`config.mk`:
```
export PLATFORM = sky130hd
export DESIGN_NAME = apb_slave_regfile
export DESIGN_NICKNAME = d
export VERILOG_FILES = /design/src/rtl/apb_pkg.sv /design/src/rtl/apb_slv_mem.sv /design/src/rtl/apb_slave_regfile.sv
export SDC_FILE = /design/constraint.sdc
export NUM_CORES = 1
export LEC_CHECK = 0
export ABC_AREA = 1
export BUFFER_PORTS_ARGS = -buffer_cell sky130_fd_sc_hd__buf_2
export CAP_MARGIN = 20
export CELL_PAD_IN_SITES_DETAIL_PLACEMENT = 1
export CELL_PAD_IN_SITES_GLOBAL_PLACEMENT = 2
export CORE_MARGIN = 1
export CORE_UTILIZATION = 34
export DETAILED_ROUTE_END_ITERATION = 7
export PLACE_DENSITY_LB_ADDON = 0.05
export SLEW_MARGIN = 20
export SYNTH_ARGS = -nofsm -noshare
export SYNTH_HDL_FRONTEND = slang
export SYNTH_SLANG_ARGS = --single-unit
```
`constraint.sdc`:
```
create_clock -name PCLK -period 2.3 [get_ports PCLK]
set_clock_uncertainty 0.2 [all_clocks]
set_input_delay 0.46 -clock PCLK [delete_from_list [all_inputs] [get_ports PCLK]]
set_output_delay 0.46 -clock PCLK [all_outputs]
set_load 0.1 [all_outputs]
```
`src/rtl/apb_pkg.sv`:
```
// Purpose : shared types and constants for the APB completer register file.
// Latency : n/a (declarations only).
// Backpressure: n/a.
//
// Contents: completer FSM state enum, default APB address/data widths and
// the PWRITE encoding for a write transfer.
package apb_pkg;

    localparam int APB_ADDR_W = 8;
    localparam int APB_DATA_W = 8;

    // PWRITE level that denotes a write transfer.
    localparam logic APB_WRITE = 1'b1;

    // IDLE  : waiting for a setup phase (PSEL=1, PENABLE=0).
    // WAIT  : access phase in progress, PREADY held low.
    // READY : PREADY is high; the next PSEL&PENABLE edge completes the transfer.
    typedef enum logic [1:0] {
        IDLE  = 2'd0,
        WAIT  = 2'd1,
        READY = 2'd2
    } apb_slv_state_e;

endpackage

```
`src/rtl/apb_slv_mem.sv`:
```
// Purpose : DEPTH x DATA_W storage array behind the APB completer.
// Latency : write takes effect on the next PCLK edge; read is combinational.
// Backpressure: none; the array accepts a write on every cycle we=1.
//
// Ports:
//   clk    in   clock, all state on posedge
//   rst    in   synchronous active-high reset, clears every entry to 0
//   we     in   write enable
//   waddr  in   write index
//   wdata  in   write data
//   raddr  in   read index
//   rdata  out  read data, combinational from raddr
module apb_slv_mem #(
    parameter  int DATA_W = 8,
    parameter  int DEPTH  = 16,
    localparam int IDX_W  = $clog2(DEPTH)
) (
    input  logic              clk,
    input  logic              rst,
    input  logic              we,
    input  logic [IDX_W-1:0]  waddr,
    input  logic [DATA_W-1:0] wdata,
    input  logic [IDX_W-1:0]  raddr,
    output logic [DATA_W-1:0] rdata
);

    logic [DATA_W-1:0] mem_q [DEPTH];
    logic [DATA_W-1:0] mem_d [DEPTH];

    always_comb begin
        mem_d = mem_q;
        if (we) begin
            mem_d[waddr] = wdata;
        end
    end

    always_ff @(posedge clk) begin
        if (rst) begin
            for (int i = 0; i < DEPTH; i++) begin
                mem_q[i] <= '0;
            end
        end else begin
            mem_q <= mem_d;
        end
    end

    assign rdata = mem_q[raddr];

endmodule

```
`src/rtl/apb_slave_regfile.sv`:
```
// Purpose : APB completer fronting a DEPTH x DATA_W register file.
// Latency : access phase is WAIT_CYCLES+1 cycles; PREADY is high only in the last one.
// Backpressure: PREADY held low for WAIT_CYCLES access cycles; PSEL=0 mid-transfer aborts it.
//
// Optional feature macro: APB_SLV_PSLVERR_EN
//   defined   -> PSLVERR port exists; a setup address >= DEPTH is an error:
//                PSLVERR rises with PREADY, the write is dropped, a read returns 0.
//   undefined -> no PSLVERR port; addresses >= DEPTH wrap onto the low index bits.
//
// Ports:
//   PCLK     in   clock, all logic on posedge
//   PRESETn  in   synchronous reset, active HIGH (1 = reset) despite the name
//   PSEL     in   completer select
//   PENABLE  in   access-phase strobe
//   PWRITE   in   1 = write, 0 = read
//   PADDR    in   transfer address
//   PWDATA   in   write data
//   PRDATA   out  registered read data, loaded at read setup
//   PREADY   out  registered transfer-complete strobe
//   PSLVERR  out  registered error response (macro-dependent)
module apb_slave_regfile
    import apb_pkg::*;
#(
    parameter int ADDR_W      = APB_ADDR_W,
    parameter int DATA_W      = APB_DATA_W,
    parameter int DEPTH       = 16,
    parameter int WAIT_CYCLES = 1
) (
    input  logic              PCLK,
    input  logic              PRESETn,
    input  logic              PSEL,
    input  logic              PENABLE,
    input  logic              PWRITE,
    input  logic [ADDR_W-1:0] PADDR,
    input  logic [DATA_W-1:0] PWDATA,
    output logic [DATA_W-1:0] PRDATA,
    output logic              PREADY
`ifdef APB_SLV_PSLVERR_EN
    ,
    output logic              PSLVERR
`endif
);

    localparam int         IDX_W     = $clog2(DEPTH);
    localparam logic [3:0] WAIT_INIT = 4'(WAIT_CYCLES);

    apb_slv_state_e    state_q,  state_d;
    logic [3:0]        cnt_q,    cnt_d;
    logic [ADDR_W-1:0] addr_q,   addr_d;
    logic              write_q,  write_d;
    logic [DATA_W-1:0] wdata_q,  wdata_d;
    logic [DATA_W-1:0] prdata_q, prdata_d;
    logic              pready_q, pready_d;
    logic              err_q,    err_d;
`ifdef APB_SLV_PSLVERR_EN
    logic              pslverr_q, pslverr_d;
`endif

    logic              setup_err;
    logic              mem_we;
    logic [DATA_W-1:0] mem_rdata;

    // Only the low index bits of the latched address address the array; the
    // rest are kept so the full transfer address is visible in the design.
    logic unused_addr;
    assign unused_addr = ^addr_q;

`ifdef APB_SLV_PSLVERR_EN
    localparam logic [ADDR_W:0] DEPTH_LIM = (ADDR_W+1)'(DEPTH);
    // Extra top bit so DEPTH == 2**ADDR_W compares correctly.
    assign setup_err = ({1'b0, PADDR} >= DEPTH_LIM);
`else
    assign setup_err = 1'b0;
`endif

    // Read port follows the live setup address so PRDATA can be loaded on the
    // setup edge; write port uses the latched address at completion.
    apb_slv_mem #(
        .DATA_W (DATA_W),
        .DEPTH  (DEPTH)
    ) u_mem (
        .clk   (PCLK),
        .rst   (PRESETn),
        .we    (mem_we),
        .waddr (addr_q[IDX_W-1:0]),
        .wdata (wdata_q),
        .raddr (PADDR[IDX_W-1:0]),
        .rdata (mem_rdata)
    );

    always_comb begin
        state_d   = state_q;
        cnt_d     = cnt_q;
        addr_d    = addr_q;
        write_d   = write_q;
        wdata_d   = wdata_q;
        prdata_d  = prdata_q;
        pready_d  = pready_q;
        err_d     = err_q;
`ifdef APB_SLV_PSLVERR_EN
        pslverr_d = pslverr_q;
`endif
        mem_we    = 1'b0;

        case (state_q)
            IDLE: begin
                // PENABLE without a preceding setup lands here and is ignored.
                pready_d  = 1'b0;
`ifdef APB_SLV_PSLVERR_EN
                pslverr_d = 1'b0;
`endif
                if (PSEL && !PENABLE) begin
                    addr_d  = PADDR;
                    write_d = PWRITE;
                    wdata_d = PWDATA;
                    cnt_d   = WAIT_INIT;
                    err_d   = setup_err;
                    if (PWRITE != APB_WRITE) begin
                        prdata_d = setup_err ? '0 : mem_rdata;
                    end
                    if (WAIT_CYCLES == 0) begin
                        pready_d  = 1'b1;
`ifdef APB_SLV_PSLVERR_EN
                        pslverr_d = setup_err;
`endif
                        state_d   = READY;
                    end else begin
                        state_d = WAIT;
                    end
                end
            end

            WAIT: begin
                if (!PSEL) begin
                    pready_d = 1'b0;
                    state_d  = IDLE;
                end else if (PENABLE) begin
                    cnt_d = cnt_q - 4'd1;
                    // cnt==1 here means this was the last low-PREADY cycle.
                    if (cnt_q == 4'd1) begin
                        pready_d  = 1'b1;
`ifdef APB_SLV_PSLVERR_EN
                        pslverr_d = err_q;
`endif
                        state_d   = READY;
                    end
                end
            end

            READY: begin
                if (!PSEL) begin
                    pready_d  = 1'b0;
`ifdef APB_SLV_PSLVERR_EN
                    pslverr_d = 1'b0;
`endif
                    state_d   = IDLE;
                end else if (PENABLE) begin
                    // Completion: commit the write unless the setup flagged an error.
                    mem_we    = (write_q == APB_WRITE) && !err_q;
                    pready_d  = 1'b0;
`ifdef APB_SLV_PSLVERR_EN
                    pslverr_d = 1'b0;
`endif
                    state_d   = IDLE;
                end
            end

            default: begin
                pready_d = 1'b0;
                state_d  = IDLE;
            end
        endcase
    end

    always_ff @(posedge PCLK) begin
        if (PRESETn) begin
            state_q   <= IDLE;
            cnt_q     <= '0;
            addr_q    <= '0;
            write_q   <= 1'b0;
            wdata_q   <= '0;
            prdata_q  <= '0;
            pready_q  <= 1'b0;
            err_q     <= 1'b0;
`ifdef APB_SLV_PSLVERR_EN
            pslverr_q <= 1'b0;
`endif
        end else begin
            state_q   <= state_d;
            cnt_q     <= cnt_d;
            addr_q    <= addr_d;
            write_q   <= write_d;
            wdata_q   <= wdata_d;
            prdata_q  <= prdata_d;
            pready_q  <= pready_d;
            err_q     <= err_d;
`ifdef APB_SLV_PSLVERR_EN
            pslverr_q <= pslverr_d;
`endif
        end
    end

    assign PRDATA  = prdata_q;
    assign PREADY  = pready_q;
`ifdef APB_SLV_PSLVERR_EN
    assign PSLVERR = pslverr_q;
`endif

endmodule

```
== Yosys cells after proc, flatten, opt, wreduce, memory -nomap -nowiden ==
Cells that the tools add are included.

* Flip-flop bits (word level): 156
* Input port bits: 21
* Logic and storage cells: 75

* $add $sub $neg: 1
* $lt $le $gt $ge: 3
* Equal/unequal tests: 9
* Mux-type cells: 26
* Bitwise gates (word level): 3
* Reduce and logical (&&, ||, !) cells: 10

{| class="wikitable"
|+ Operator list
! operator !! count
|-
| bitwise mux 128 bit || 1
|-
| binary-select mux 8 bit (select 4 bit) || 1
|-
| demux 8 bit (select 4 bit) || 1
|-
| two-way mux 8 bit || 3
|-
| two-way mux 2 bit || 6
|-
| two-way mux 4 bit || 3
|-
| >= comparator 5 bit, second input constant || 2
|-
| inverter 4 -> 5 bit || 2
|-
| != test 3 bit, second input constant || 3
|-
| two-way mux 1 bit || 8
|-
| one-hot mux 4 bit (2 select lines) || 1
|-
| AND reduction 4 bit || 2
|-
| != test 2 bit, second input constant || 3
|-
| one-hot mux 2 bit (3 select lines) || 1
|-
| AND reduction 3 bit || 2
|-
| less-than comparator 5 x 1 -> 1 bit, second input constant || 1
|-
| equality test 4 x 1 -> 1 bit, second input constant || 1
|-
| subtractor 4 x 1 -> 4 bit, second input constant || 1
|-
| equality test 2 x 1 -> 1 bit, second input constant || 1
|-
| equality test 2 bit, second input constant || 1
|-
| logical AND 1 bit || 2
|-
| zero test 2 bit || 1
|-
| one-hot mux 1 bit (2 select lines) || 1
|-
| AND reduction 2 bit || 1
|-
| 3 further kinds || 3
|}

== Logic depth before layout (Yosys ltp) ==
Gate-level depths: netlist (run 1).

* Depth after elaboration: 6
* Mapped depth: 10
* Depth with buffers taken out: 9

== Modules after synthesis ==
A second synthesis (run 1) with hierarchy kept.

* Cell total of the unflattened synthesis: 1,107
* Area total of the unflattened synthesis: 7,340.8 µm²

{| class="wikitable"
|+ By module, submodules not included
! module !! instances !! cells each !! area each (µm²) !! seq. area each (µm²)
|-
| apb_slv_mem || 1 || 959 || 6,216.0 || 2,562.5
|-
| apb_slave_regfile || 1 || 148 || 1,124.8 || 560.5
|}

== Worst setup path after synthesis (run 1) ==
No wires, ideal clock.

* Path type: input to register
* Start point: in PADDR[2]
* End point: reg prdata_q[5], in the netlist PRDATA[5]
* Arrival time: 1.341 ns
* Required time: 1.991 ns
* Slack: 0.650 ns
* Stages on the path: 8
* Path through: buf_2 > inv_1 > clkbuf_1 > nand3_1 > nand3_1 > nand3_1 > nand2_1 > inv_1

* Cells in the longest elaborated chain, start to end: 4

{| class="wikitable"
|+ RTL lines
! element !! line !! source
|-
| start, declared || apb_slave_regfile.sv:34 || <nowiki>input logic [ADDR_W-1:0] PADDR,</nowiki>
|-
| inverter 4 -> 5 bit (implied by the code) || apb_slv_mem.sv:47 || <nowiki>assign rdata = mem_q[raddr];</nowiki>
|-
| binary-select mux 8 bit (select 4 bit) || apb_slv_mem.sv:47 ||
|-
| two-way mux 8 bit (implied by the code) (2 in series) || apb_slv_mem.sv:47 ||
|-
| end signal, assigned || apb_slave_regfile.sv:194 || <nowiki>prdata_q <= prdata_d;</nowiki>
|-
| end, declared || apb_slave_regfile.sv:52 || <nowiki>logic [DATA_W-1:0] prdata_q, prdata_d;</nowiki>
|}

No other way between the ends. The select of a mux whose other input is x is not followed.
A chain may end at the register's enable or synchronous reset.

== Worst setup path in the final report (run 1) ==
* Start point: reg state_q[1]
* End point: reg u_mem.mem_q[69] (netlist bit)

* Cells in the longest elaborated chain, start to end: 2

{| class="wikitable"
|+ RTL lines
! element !! line !! source
|-
| start, declared || apb_slave_regfile.sv:47 || <nowiki>apb_slv_state_e state_q, state_d;</nowiki>
|-
| start signal, assigned || apb_slave_regfile.sv:189 || <nowiki>state_q <= state_d;</nowiki>
|-
| equality test 2 bit || apb_slave_regfile.sv:105 || <nowiki>case (state_q)</nowiki>
|-
| two-way mux 1 bit || apb_slave_regfile.sv:105 ||
|-
| end signal, assigned || apb_slv_mem.sv:43 || <nowiki>mem_q <= mem_d;</nowiki>
|-
| end, declared || apb_slv_mem.sv:27 || <nowiki>logic [DATA_W-1:0] mem_q [DEPTH];</nowiki>
|}

No other way between the ends.

==> results of run 1 <==
## power by group through the flow
stage / clock network [uW] / logic (uW) / registers [uW]
after floorplan: 0 / 321 / 2870
after global placement: 0 / 613 / 2820
after detailed placement: 0 / 614 / 2820
after CTS: 2920 / 616 / 2760
after global routing: 3040 / 662 / 2760
final: 2860 / 606 / 2760
## cells by family after synthesis
family / Yosys count / share of synthesized area
and+or+nand+nor: 649 / 0.366
AOI/OAI and AO/OA: 140 / 0.0929
DFF: 156 / 0.413
buffers and inverters: 233 / 0.125
adders and majority gates: 2 / 0.00331
## worst min-delay path: cells and delay by family
| family | cells | cell delay (ns) |
|---|---|---|
| simple gates | 2 | 0.12 |
| buf+inv | 1 | 0.08 |
## path summary, 6_finish.rpt
kind	end	slack, ns	cells after the start
worst max-delay path	u_mem.mem_q[69]$_SDFFE_PP0P_	0.23	7
worst min register to register	u_mem.mem_q[104]$_SDFFE_PP0P_	0.26	2
worst min-delay path	write_q$_SDFFE_PP0P_	0.07	3
worst max register to register	u_mem.mem_q[69]$_SDFFE_PP0P_	0.23	7
## state kept, by name (all words and copies together) (netlist names)
register     cells
PRDATA           8
PREADY           1
addr_q           4
cnt_q            4
state_q          2
u_mem.mem_q    128
wdata_q          8
write_q          1
## final cells by class
| cell class | count | area, um^2 |
|---|---|---|
| clock buffers | 19 | 443 |
| clock inverters | 12 | 138 |
| fillers | 2895 | 13100 |
| inverters | 154 | 578 |
| multi-input cells | 791 | 3500 |
| flip-flops and latches | 156 | 3120 |
| well taps | 280 | 350 |
| repair buffers | 70 | 551 |
## per-stage QoR
| stage | cells | hold slack (ns) | worst slack (ns) |
|---|---|---|---|
| finish | 1482 | 0.0729 | 0.230 |
| global route | 1482 | 0.0776 | 0.00970 |
| CTS | 1482 | 0.0596 | 0.199 |
| detailed placement | 1451 | 0.256 | 0.134 |
| global placement | 1451 | 0.250 | 0.160 |
| floorplan | 1180 | 0.241 | 0.650 |
## cells in the final DEF (no fill, tap or decap), drive strengths merged, types with 5 or more instances in the layout
master    count
nand2       348
o21ai        57
nor2        127
inv         157
clkbuf       19
nor3         41
a21oi        81
nand3        98
clkinvlp      5
nor4         32
buf          70
dfxtp       156
## metal layers
layer,GRT usage,vias to the layer above,share of wire
li1,-,3704,-
met1,0.318,3444,0.50
met2,0.386,72,0.47
met3,0.0334,20,0.022
met4,0.0625,0,0.0097
met5,0,-,0
==> reports/metrics.cfg, run 1 <==
[critical_path]
r2r_start = state_q[1]$_SDFFE_PP0P_
crit_path_max_fanout = 16
crit_type = flip-flop to flip-flop
cp_slowest_cell = nand2_1
crit_buf_inv = 1
cp_top_family = simple AND/OR/NAND/NOR gates
crit_start = state_q[1]$_SDFFE_PP0P_
cp_slowest_stage_delay_ns = 0.41
worstPathRequired_ns = 2.43
cp.arrival_ns = 2.20
start_kind = flip-flop
crit_path_end_kind = flip-flop
crit_path_frequent_cell = nor2_1
cp_cell_sequence = inv_2 -> nor2_2 -> nand4_2 -> nor2_1 -> nand2_1 -> o21ai_0 -> nor2_1

[final_layout]
drive_gt1_frac = 0.0932
layout.nets = 1213
fin_area_um2 = 8680
num_antenna_cells = 0
area_delta_synth_final_pct = 14.7
fin_util = 0.398

[cts]
clock-sinks = 156
hold_buffers = 0
cts_root_buffer = clkbuf_16
ctsHtreeMaxLevel = 4
cts_made_buffers = 17
cts_tree = built
clk_latency_ns = 0.43
post_cts_buffers = 0
cts.clk_slew.worst_paths_ns = 0.07
cts_resized = 0
clockBufferDepth = 2

[global_routing]
antenna_found_initial = 0
grt.total_usage = 0.235
grt_pass1_wl_um = 40000
first_global_vias = 6952
grt_overflow = 0
grt_max_degree = 82

[placement]
port-buffer-count = 25
placed_area_um2 = 8100
hpwl_um = 16100
gp_congestion = 0.752

[floorplanning]
num_rows = 54
core-area_um2 = 21800
die_x_um = 151
fp.dieH_um = 151
start_util = 0.347
dieArea_um2 = 22900
io_pins = 30

[timing]
final_hold_viol_count = 0
finalSetupViolCount = 0
max_slew_margin = 0.611
fmaxAchievable_ghz = 0.483
min_period_ns = 2.07
worstMarginPinSlew_ns = 0.582
rsz0062_at_grt = false
finalCritPeriodShare = 0.900
drv_slew = 0
setup_tns_ns = 0

[logic_synthesis]
yosys.area.top_type = dfxtp_1
netlist_instances = 1180
synth_flop_cell = dfxtp_1
syn_area_per_cell_um2 = 6.42
async_flop_share = 0
syn_area_um2 = 7570
ys_types = 23
syn-num-nets = 1203
synth_top_area_frac = 0.413
synth_area_leaders = dfxtp_1, nand2_1, inv_1, nand3_1, nor2_1
synth_commonest_cells = nand2_1, dfxtp_1, inv_1
synth.most_common_cell = nand2_1
ys_ff_latch = 156
synth-edff-count = 0
yosysSeqAreaShare = 0.413
ys_warn_count = 0

[outcome]
status = finished clean

[flow_run]
maxCapViolations = 0

[pwr]
internal-power_uw = 4520
clockPowerShare = 0.459
vdd_drop_max_mv = 0.428
power_switching_uw = 1700
comb_power_share = 0.097
seq_power_share = 0.443
swShare = 0.274
p_per_area_nw_per_um2 = 717
cellLeakagePower_uw = 0.00377
power_uw = 6220

[drt]
vias = 7240
drc = 0
routedWlPerCell_um = 17.1
first_pass_iters = 4
drtIter0Drc = 445
ant_nets = 0
wl_um = 25400
routed_via_density = 4.89

[worst_hold_path]
hp-start = PWRITE
min_path_type = input port to flip-flop

Note: power is estimated with default switching activity, not from simulation.
==> run 2: changes to the inputs <==
--- a/config.mk
+++ b/config.mk
@@ -10,7 +10,7 @@
 export CAP_MARGIN = 20
 export CELL_PAD_IN_SITES_DETAIL_PLACEMENT = 1
 export CELL_PAD_IN_SITES_GLOBAL_PLACEMENT = 2
-export CORE_MARGIN = 1
+export CORE_MARGIN = 2
 export CORE_UTILIZATION = 34
 export DETAILED_ROUTE_END_ITERATION = 7
 export PLACE_DENSITY_LB_ADDON = 0.05
==> reports/metrics.cfg, run 2 (synthesis results as in run 1) <==
[final_layout]
top_register = u_mem.mem_q
layout.nets = 1221  ; +0.66%
final_cell_mix = nand2_1, dfxtp_1, inv_1, nor2_1, nand3_1
layout_commonest_cell = nand2_1
largest_register_ffs = 128  ; unchanged
area_delta_synth_final_pct = 15.7
drive_gt1_frac = 0.0984  ; +0.00525
num_antenna_cells = 0  ; unchanged
fin_util = 0.401  ; +0.00355

[flow_run]
maxCapViolations = 0  ; unchanged

[floorplanning]
dieArea_um2 = 23500  ; +2.7%
core-area_um2 = 21800  ; unchanged
fp.dieH_um = 153  ; +1.3%
num_rows = 54  ; unchanged
start_util = 0.347  ; unchanged
die_x_um = 153  ; +1.3%
io_pins = 30  ; unchanged

[cts]
clock-sinks = 156  ; unchanged
clockBufferDepth = 2  ; unchanged
cts_made_buffers = 17  ; unchanged
ctsHtreeMaxLevel = 4  ; unchanged
cts.clk_slew.worst_paths_ns = 0.07  ; about the same
cts_resized = 0  ; unchanged
post_cts_buffers = 0  ; unchanged
cts_tree = built
hold_buffers = 0  ; unchanged
cts_root_buffer = clkbuf_16
clk_latency_ns = 0.43  ; about the same

[critical_path]
cp.arrival_ns = 2.16  ; -0.04 ns
start_kind = flip-flop
crit_type = flip-flop to flip-flop
rrSetupSlack_ns = 0.26  ; +0.03 ns
crit_path_max_fanout = 16  ; unchanged
worstPathRequired_ns = 2.42  ; about the same
crit_path_end_kind = flip-flop

[global_routing]
grt_overflow = 0  ; unchanged
first_global_vias = 7141  ; +2.7%
grt_pass1_wl_um = 40900  ; +2.2%
grt.total_usage = 0.225  ; -0.00993
antenna_found_initial = 0  ; unchanged
grt_max_degree = 82  ; unchanged

[timing]
fmaxAchievable_ghz = 0.491  ; +1.6%
worstMarginPinSlew_ns = 0.638  ; +0.0553 ns
finalCritPeriodShare = 0.885  ; -0.0145
hold_ws_ns = 0.0873  ; +0.0143 ns
rsz0062_at_grt = true
min_period_ns = 2.04  ; -0.0335 ns
final_hold_viol_count = 0  ; unchanged
drv_slew = 0  ; unchanged
max_slew_margin = 0.573  ; -0.0375
finalSetupViolCount = 0  ; unchanged

[placement]
gp_congestion = 0.748  ; -0.59%
hpwl_um = 17200  ; +6.6%
port-buffer-count = 25  ; unchanged

[pwr]
comb_power_share = 0.099  ; +0.002
seq_power_share = 0.444  ; about the same
p_per_area_nw_per_um2 = 710  ; -0.86%
cellLeakagePower_uw = 0.00382  ; +1.4%
vdd_drop_max_mv = 0.435  ; +1.6%
internal-power_uw = 4550  ; +0.65%
power_switching_uw = 1670  ; -1.6%
swShare = 0.269  ; -0.00456
clockPowerShare = 0.456  ; -0.003

[drt]
drc = 0  ; unchanged
routed_via_density = 4.81  ; -1.4%
drtIter0Drc = 412  ; -7.4%
ant_nets = 0  ; unchanged
vias = 7169  ; -0.98%
routedWlPerCell_um = 17.1  ; -0.43%
first_pass_iters = 5  ; +1
wl_um = 25400  ; about the same

[worst_hold_path]
min_path_type = input port to flip-flop

[outcome]
status = finished clean

==> run 2: through the flow <==
| step | worst slack, ns | total power [uW] | area [um^2] | instances | setup TNS [ns] |
|---|---|---|---|---|---|
| floorplan | 0.650 | 3190 | 7570 | 1180 | 0 |
| global placement | 0.193 | 3450 | 8190 | 1459 | 0 |
| detailed placement | 0.167 | 3450 | 8190 | 1459 | 0 |
| CTS | 0.234 | 6310 | 8760 | 1489 | 0 |
| global route | -0.0414 | 6480 | 8760 | 1489 | -0.0816 |
| finish | 0.264 | 6220 | 8760 | 1489 | 0 |
==> run 2: power groups by stage <==
stage | Combinational (uW) | Sequential [uW] | Clock (uW)
2_1_floorplan | 321 | 2870 | 0
3_3_place_gp | 620 | 2830 | 0
3_5_place_dp | 626 | 2830 | 0
4_1_cts | 626 | 2770 | 2920
5_1_grt | 675 | 2770 | 3040
6_report | 617 | 2770 | 2840
==> run 2: layout make-up <==
type,count,area [um^2]
Clock inverter,10,116
Sequential cell,156,3120
Inverter,154,578
Timing Repair Buffer,78,636
Clock buffer,20,457
Multi-Input combinational cell,791,3500
Fill cell,2859,13100
Tap cell,280,350
==> run 2: path summary, 6_finish.rpt <==
path	cells past startpoint	end	from
max	7	u_mem.mem_q[66]$_SDFFE_PP0P_	state_q[1]$_SDFFE_PP0P_
min	3	wdata_q[3]$_SDFFE_PP0P_	PWDATA[3]
min reg2reg	2	u_mem.mem_q[127]$_SDFFE_PP0P_	u_mem.mem_q[127]$_SDFFE_PP0P_
max reg2reg	7	u_mem.mem_q[66]$_SDFFE_PP0P_	state_q[1]$_SDFFE_PP0P_
==> run 2: routing by layer <==
layer	track usage	share of wire	vias up
met1	0.318	0.50	3352
met3	0.0380	0.028	17
met5	0	0	-
met4	0.0437	0.010	0
li1	-	-	3721
met2	0.362	0.47	79
==> run 2: worst max-delay path, cell delays in order (launching register included) <==
cell	delay [ns]
dfxtp_1	0.36
inv_2	0.06
nor2_2	0.11
nand4_2	0.11
nor2_1	0.30
nand2_1	0.43
o21ai_0	0.29
nor2_1	0.05
==> run 3: changes to the inputs <==
--- a/config.mk
+++ b/config.mk
@@ -8,13 +8,10 @@
 export ABC_AREA = 1
 export BUFFER_PORTS_ARGS = -buffer_cell sky130_fd_sc_hd__buf_2
 export CAP_MARGIN = 20
-export CELL_PAD_IN_SITES_DETAIL_PLACEMENT = 1
-export CELL_PAD_IN_SITES_GLOBAL_PLACEMENT = 2
 export CORE_MARGIN = 2
-export CORE_UTILIZATION = 34
+export CORE_UTILIZATION = 45
 export DETAILED_ROUTE_END_ITERATION = 7
 export PLACE_DENSITY_LB_ADDON = 0.05
-export SLEW_MARGIN = 20
 export SYNTH_ARGS = -nofsm -noshare
 export SYNTH_HDL_FRONTEND = slang
 export SYNTH_SLANG_ARGS = --single-unit
==> constraint.sdc (replaced) <==
create_clock -name PCLK -period 2.3 [get_ports PCLK]
set_clock_uncertainty 0.2 [all_clocks]
set_input_delay 0.69 -clock PCLK [delete_from_list [all_inputs] [get_ports PCLK]]
set_output_delay 0.69 -clock PCLK [all_outputs]
set_load 0.1 [all_outputs]
==> reports/metrics.cfg, run 3 (synthesis results as in run 1) <==
[critical_path]
start_kind = flip-flop
crit_buf_inv = 1  ; unchanged
cp_slowest_stage_delay_ns = 0.43  ; about the same
path_depth = 1  ; -6
cp_cell_sequence = buf_2
crit_path_end_kind = output pin
crit_type = flip-flop to output pin
cp.arrival_ns = 1.20  ; -0.96 ns
crit_path_max_fanout = 2  ; -14
cp_top_family = buffers and inverters
cp_slowest_cell = buf_2
worstPathRequired_ns = 1.41  ; -1.01 ns
reg2regPathDepth = 8  ; +1

[final_layout]
layout.nets = 1219  ; -0.16%
seqCellArea_um2 = 3120  ; unchanged
largest_register_ffs = 128  ; unchanged
drive_gt1_frac = 0.0984  ; unchanged
final_cell_mix = nand2_1, dfxtp_1, inv_1, nor2_1, nand3_1
fin_area_um2 = 8730  ; -0.31%
layout_commonest_cell = nand2_1
area_delta_synth_final_pct = 15.4
num_antenna_cells = 0  ; unchanged
n_fill_cell = 1677  ; -41%
multi_input_area_um2 = 3500  ; unchanged
top_register = u_mem.mem_q

[drt]
vias = 7141  ; -0.39%
wl_um = 22100  ; -13%
first_pass_iters = 5  ; unchanged
drtIter0Drc = 566  ; +37%
routedWlPerCell_um = 15.5  ; -9.4%
ant_nets = 0  ; unchanged
drc = 0  ; unchanged
routed_via_density = 5.00  ; +3.8%

[placement]
gp_congestion = 0.836  ; +12%
hpwl_um = 14300  ; -17%
placed_area_um2 = 8120  ; -0.79%
port-buffer-count = 25  ; unchanged

[pwr]
vdd_drop_max_mv = 0.551  ; +27%
cellLeakagePower_uw = 0.00384  ; +0.54%
p_per_area_nw_per_um2 = 721  ; +1.6%

[global_routing]
antenna_found_initial = 0  ; unchanged
grt_max_degree = 65  ; -21%
grt_overflow = 0  ; unchanged
grt.total_usage = 0.257  ; +0.0325
grt_pass1_wl_um = 35700  ; -13%
first_global_vias = 6549  ; -8.3%

[cts]
cts_made_buffers = 17  ; unchanged
hold_buffers = 0  ; unchanged
cts_tree = built
ctsHtreeMaxLevel = 4  ; unchanged
cts_root_buffer = clkbuf_16
clk_latency_ns = 0.43  ; about the same
clock-sinks = 156  ; unchanged
cts_resized = 0  ; unchanged
post_cts_buffers = 0  ; unchanged
clockBufferDepth = 2  ; unchanged
cts.clk_slew.worst_paths_ns = 0.06  ; about the same

[outcome]
status = finished clean

[timing]
final_hold_viol_count = 0  ; unchanged
worstMarginPinSlew_ns = 0.576  ; -0.0616 ns
max_slew_margin = 0.615  ; +0.0412
min_period_ns = 2.09  ; +0.0497 ns
rsz0062_at_grt = false
drv_slew = 0  ; unchanged
finalCritPeriodShare = 0.907  ; +0.0216
setup_tns_ns = 0  ; unchanged
fmaxAchievable_ghz = 0.479  ; -2.4%
finalSetupViolCount = 0  ; unchanged

[worst_hold_path]
min_path_type = flip-flop to flip-flop
hold_depth = 2  ; -1

[floorplanning]
core-area_um2 = 16500  ; -24%
num_rows = 47  ; -13%
die_x_um = 134  ; -13%
io_pins = 30  ; unchanged
fp.dieH_um = 134  ; -13%
dieArea_um2 = 17900  ; -24%
start_util = 0.458  ; +0.111

[flow_run]
maxCapViolations = 0  ; unchanged

## run 3: final timing paths
kind                                 startpoint                             to  slack [ns]
setup / recovery         PRDATA[0]$_SDFFE_PP0P_                      PRDATA[0]        0.21
hold / removal    u_mem.mem_q[109]$_SDFFE_PP0P_  u_mem.mem_q[109]$_SDFFE_PP0P_        0.26
setup reg to reg        state_q[1]$_SDFFE_PP0P_   u_mem.mem_q[84]$_SDFFE_PP0P_        0.32
hold reg to reg   u_mem.mem_q[109]$_SDFFE_PP0P_  u_mem.mem_q[109]$_SDFFE_PP0P_        0.26
## run 3: layer usage
| metal | global-route usage | up-vias | share of wire |
|---|---|---|---|
| li1 | - | 3723 | - |
| met1 | 0.352 | 3187 | 0.47 |
| met2 | 0.404 | 194 | 0.46 |
| met3 | 0.0537 | 37 | 0.050 |
| met4 | 0.0875 | 0 | 0.019 |
| met5 | 0 | - | 0 |
## run 3: final cells by class
type                       count  area share
sequential                   156       0.358
timing repair buffer          76      0.0739
multi-input combinational    791       0.401
tap                          220      0.0315
clock buffer                  21      0.0539
clock inverter                11      0.0160
inverter                     154      0.0662
## run 3: stage by stage
stage / hold slack [ns] / cells / power (uW) / worst slack, ns / util
final: 0.262 / 1429 / 6300 / 0.214 / 0.528
after detailed placement: 0.252 / 1397 / 3410 / 0.0710 / 0.491
after CTS: 0.261 / 1429 / 6340 / 0.201 / 0.528
after global routing: 0.274 / 1429 / 6530 / 0.124 / 0.528
after global placement: 0.249 / 1397 / 3410 / 0.0978 / 0.491
after floorplan: 0.241 / 1180 / 3190 / 0.420 / -
## run 3: power by group
part,internal [uW],switching (uW),leakage [uW]
Combinational,161,424,0.00228
Clock,1790,1160,0.000303
Sequential,2730,34.0,0.00126
